**src/rtl/ejercicio_5.sv**
```systemverilog
// ejercicio_5: free-running 4-bit counter with hex 7-segment decoder. Ports: clk, reset (sync, active-high), seg {g,f,e,d,c,b,a}, count
module ejercicio_5 #(
  parameter int MAX_COUNT      = 15,
  parameter bit SEG_ACTIVE_LOW = 0
) (
  input  logic       clk,
  input  logic       reset,
  output logic [6:0] seg,
  output logic [3:0] count
);
  logic [6:0] pat;
  always_ff @(posedge clk)
    count <= (reset || count == 4'(MAX_COUNT)) ? 4'd0 : count + 4'd1;
  always_comb begin
    pat = 7'h00;
    case (count)
      4'h0: pat = 7'h3F;
      4'h1: pat = 7'h06;
      4'h2: pat = 7'h5B;
      4'h3: pat = 7'h4F;
      4'h4: pat = 7'h66;
      4'h5: pat = 7'h6D;
      4'h6: pat = 7'h7D;
      4'h7: pat = 7'h07;
      4'h8: pat = 7'h7F;
      4'h9: pat = 7'h6F;
      4'hA: pat = 7'h77;
      4'hB: pat = 7'h7C;
      4'hC: pat = 7'h39;
      4'hD: pat = 7'h5E;
      4'hE: pat = 7'h79;
      4'hF: pat = 7'h71;
      default: pat = 7'h00;
    endcase
  end
  assign seg = SEG_ACTIVE_LOW ? ~pat : pat;
endmodule

```
**config.mk**
```make
export PLATFORM = sky130hd
export DESIGN_NAME = ejercicio_5
export DESIGN_NICKNAME = d
export VERILOG_FILES = /design/src/rtl/ejercicio_5.sv
export SDC_FILE = /design/constraint.sdc
export NUM_CORES = 1
export LEC_CHECK = 0
export CAP_MARGIN = 20
export CORE_MARGIN = 2
export CORE_UTILIZATION = 40
export DETAILED_ROUTE_END_ITERATION = 12
export PLACE_DENSITY = 0.66
export SLEW_MARGIN = 20
export SYNTH_ARGS = -nofsm -noshare
export SYNTH_HDL_FRONTEND = slang
export SYNTH_SLANG_ARGS = --single-unit
```
**constraint.sdc**
```tcl
create_clock -name clk -period 2.02 [get_ports clk]
set_input_delay 0.505 -clock clk [delete_from_list [all_inputs] [get_ports clk]]
set_output_delay 0.505 -clock clk [all_outputs]
set_load 0.02 [all_outputs]
```
==> results list <==
- The synthesized netlist contains 35 unique library cells.
* Yosys warns: 0
- The number of antenna violations at the first check in global routing is 0.
* Largest incremental delay on the critical path: 0.50 ns
* Static leakage: 0.438 nW
* Maximum number of pins on one net before global-route repair: 12
- The floorplan step set the die width to 47.1 um.
* Post-detail-place hpwl: 1120 um
* Category of the critical setup timing path: primary input to flop
- After detailed routing, no signal wire sits above met4.
- Area share of the largest cell type after synthesis: 29.6%
* Post-synthesis instance area: 744 um^2
* Post-placement setup slack: -0.226 ns
- EDFF count, synth: 0
- Iteration-0 DRC Markers: 17
- From synthesis to final layout, the design area changed by 34.3%.
- By area the synthesized netlist is led by dfxtp_1, ha_1, mux2i_1.
- TritonCTS built the clock tree.
* CP Data Required Time: 2.23 ns
- Input and output buffers added on the ports amount to 12.
- dfxtp_1 takes more of the synthesized area than any other cell.
- Setup repair after global routing left no endpoint under its margin.
- Clock-pin slew was measured on the worst setup and hold paths at 0.08 ns.
- The congestion estimate from routability-driven global placement came to 0.791.
- Among all flip-flop cells after synthesis, the most frequent one is dfxtp_1.
- Depth of the CTS H-tree: 1
- Pwr/cell area: 673 nW/um^2
- The design draws 673 uW.
- In this run the worst hold path is classified as flop to flop.
- dfxtp_1 is the most common cell in the netlist.
- Static timing analysis puts the maximum clock frequency at 514 MHz.
- The first global-routing pass estimated 2410 um of wire.
* Floorplan core area: 1750 um^2
* Routed met1 length: 744 um
* Remaining antenna violation count: 0
- Result of the run: complete, no violations
* Die area: 2220 um^2
- Dividing the detail-routed wire length by the instance count gives 11.7 um.
- The worst setup path is launched from a primary input.
* Post-layout net count: 113
- Diode count: 0
- The total overflow left after global routing is 0.
* Worst VDD drop: 346 uV
- Remaining routing DRC violations: 0
- Number of top-level pins: 13
- The tree built by TritonCTS fans out to 11 sinks.
* Post-route fraction of the period consumed by the critical path: 96.4%
- At the later pin of the worst-skew pair, clock insertion delay measures 0.29 ns.
* Utilization after layout: 57.3%
* Synthesized area per cell: 9.54 um^2
* Worst path setup slack after routing: 0.0735 ns
- Cells with a size suffix above 1 make up 29.4% of the layout.
- Switch share: 33.8%
- Counting flops and latches in the post-synthesis netlist gives 11.
- Setup violations remaining at the end of the flow were counted as 0.
* CP cell instances: clkdlybuf4s50_1 > a31oi_4 > and2b_1 > inv_1 > ha_1 > or4_1 > o221ai_1
- The number of max-slew violations in the final report was 0.
- Vias post-DR: 638
- Share of total power in sequential cells: 39.3%
- Max Root-Sink Buffers: 2
- Met3 WL: 38 um
- Arrival time of the worst setup path: 2.16 ns
- Total wire length after detailed routing: 1490 um
- Number of maximum-capacitance constraint violations: 0
- Subtracting the final worst setup slack from the clock period gives 1.95 ns.
- Part of the power in combinational logic: 36.4%
- Vias in the first global route: 519
- Synth top cells by count: dfxtp_1, ha_1, inv_1
- After synthesis, the share of flip-flops with an asynchronous set or reset is 0%.
* Number of cells produced by synthesis: 78
* Post-synthesis sequential area ratio: 29.6%
* Hold-fix buffers at CTS: 0
- Among cell families on the critical path, the largest total delay comes from simple AND/OR/NAND/NOR gates.
* Worst hold slack: 0.598 ns
* Initial standard-cell utilization of the core: 42.7%
- Nets in the synthesized netlist: 88
- Routed wire length on met2: 657 um
- The clock network is responsible for 24.3% of the overall power.
* Actual slew at the worst max-slew pin: 0.375 ns
* Die outline height: 47.1 um
- Critical-path cell with the highest stage delay: or4_1
- Bufs and invs on worst path: 2
- Relative slew margins: 75.0%
- Largest clock skew in the final design: 0.0107 ns
- Counting the buffers created by CTS gives 3.
* Layout Cells excl Fill: 127
- Sw power: 228 uW
* Clock tree root buffer cell: clkbuf_4
- Length of the first detailed-routing pass in iterations: 4
* CP endpoint kind: flop
- Total routing resource utilization after global routing: 15.9%
- After detailed routing, the number of vias per cell comes to 5.02.
- Maximum net fanout on the critical path: 4
- Counting tap cells, the placed design contains a total of 122 instances.
* Int Pwr: 445 uW
* Floorplan row count: 15
- Hold violation count in the final report: 0
## cells by family (layout without fill, tap and decap cells)
logic type,count (synthesis),after routing,share of synthesized area (%)
DFF,11,11,29.6
adders and majority gates,8,8,13.4
muxes,3,3,4.03
xor gates and xnor gates,3,3,3.53
AOI/OAI and AO/OA,18,18,20.7
buffers and inverters,13,37,9.75
and+or+nand+nor,22,22,19.0
## worst reg2reg max path: stages, from the launching register on
cell	delay [ns]
dfxtp_2	0.38
ha_2	0.22
a31oi_4	0.17
and2b_1	0.17
inv_1	0.06
ha_1	0.21
or4_1	0.50
o221ai_1	0.08
## state kept, by name, summed over array words and instances, names as in the netlist
name and flops:
seg 7, count 4
## path summary, 6_finish.rpt
kind	start	to	slack [ns]	depth (start not counted)
worst max-delay path	reset	seg[3]	0.07	7
worst min-delay path	count[0]	count[0]	0.60	1
worst max register to register	count[0]	seg[3]	0.18	7
worst min register to register	count[0]	count[0]	0.60	1
## per-stage QoR
stage / setup TNS, ns / area, um^2
after detailed placement: -0.648 / 963
after global placement: -0.677 / 963
after floorplan: 0 / 764
after global routing: 0 / 1000
final: 0 / 1000
after CTS: 0 / 991
## per-layer routing
layer  GRT usage (%)  vias up
li1                -      323
met2            21.9       18
met4            10.0        0
met5               0        -
met3            3.46        5
met1            22.2      292
## cell usage in the layout (no fill, tap or decap), drive strengths merged
cell type | Yosys | routed
a21oi | 4 | 4
nor2b | 1 | 1
a32o | 1 | 1
ha | 8 | 8
nor3 | 2 | 2
xnor2 | 1 | 1
o22a | 1 | 1
a211oi | 1 | 1
xor2 | 2 | 2
buf | 5 | 13
nor2 | 2 | 2
and3 | 1 | 1
nand2b | 2 | 2
nand3b | 1 | 1
clkbuf | 0 | 4
nand2 | 5 | 5
clkdlybuf4s50 | 0 | 12
and2b | 3 | 3
o21ai | 2 | 2
o31a | 1 | 1
nor3b | 1 | 1
nor4 | 1 | 1
and4b | 1 | 1
mux2i | 3 | 3
o221ai | 2 | 2
o211ai | 1 | 1
dfxtp | 11 | 11
or4 | 1 | 1
or3b | 1 | 1
a31oi | 3 | 3
inv | 8 | 8
a311oi | 2 | 2
## area by class of cell
type / instances / area [um^2]
Fill cell: 159 / 746
Multi-Input combinational cell: 54 / 469
Sequential cell: 11 / 225
Timing Repair Buffer: 25 / 218
Tap cell: 25 / 31.3
Inverter: 8 / 30.0
Clock buffer: 4 / 26.3
## repair_timing
action	4_1_cts	5_1_grt
buffers inserted	0	1
setup endpoints to repair	1	2
resized for setup	1	1
## power groups by stage
stage	Sequential [mW]	Clock [mW]	Combinational (mW)
floorplan	0.295	0	0.127
global placement	0.269	0	0.244
detailed placement	0.269	0	0.244
CTS	0.265	0.165	0.245
global route	0.268	0.177	0.268
finish	0.265	0.164	0.245
Note: power is estimated with default switching activity, not from simulation.
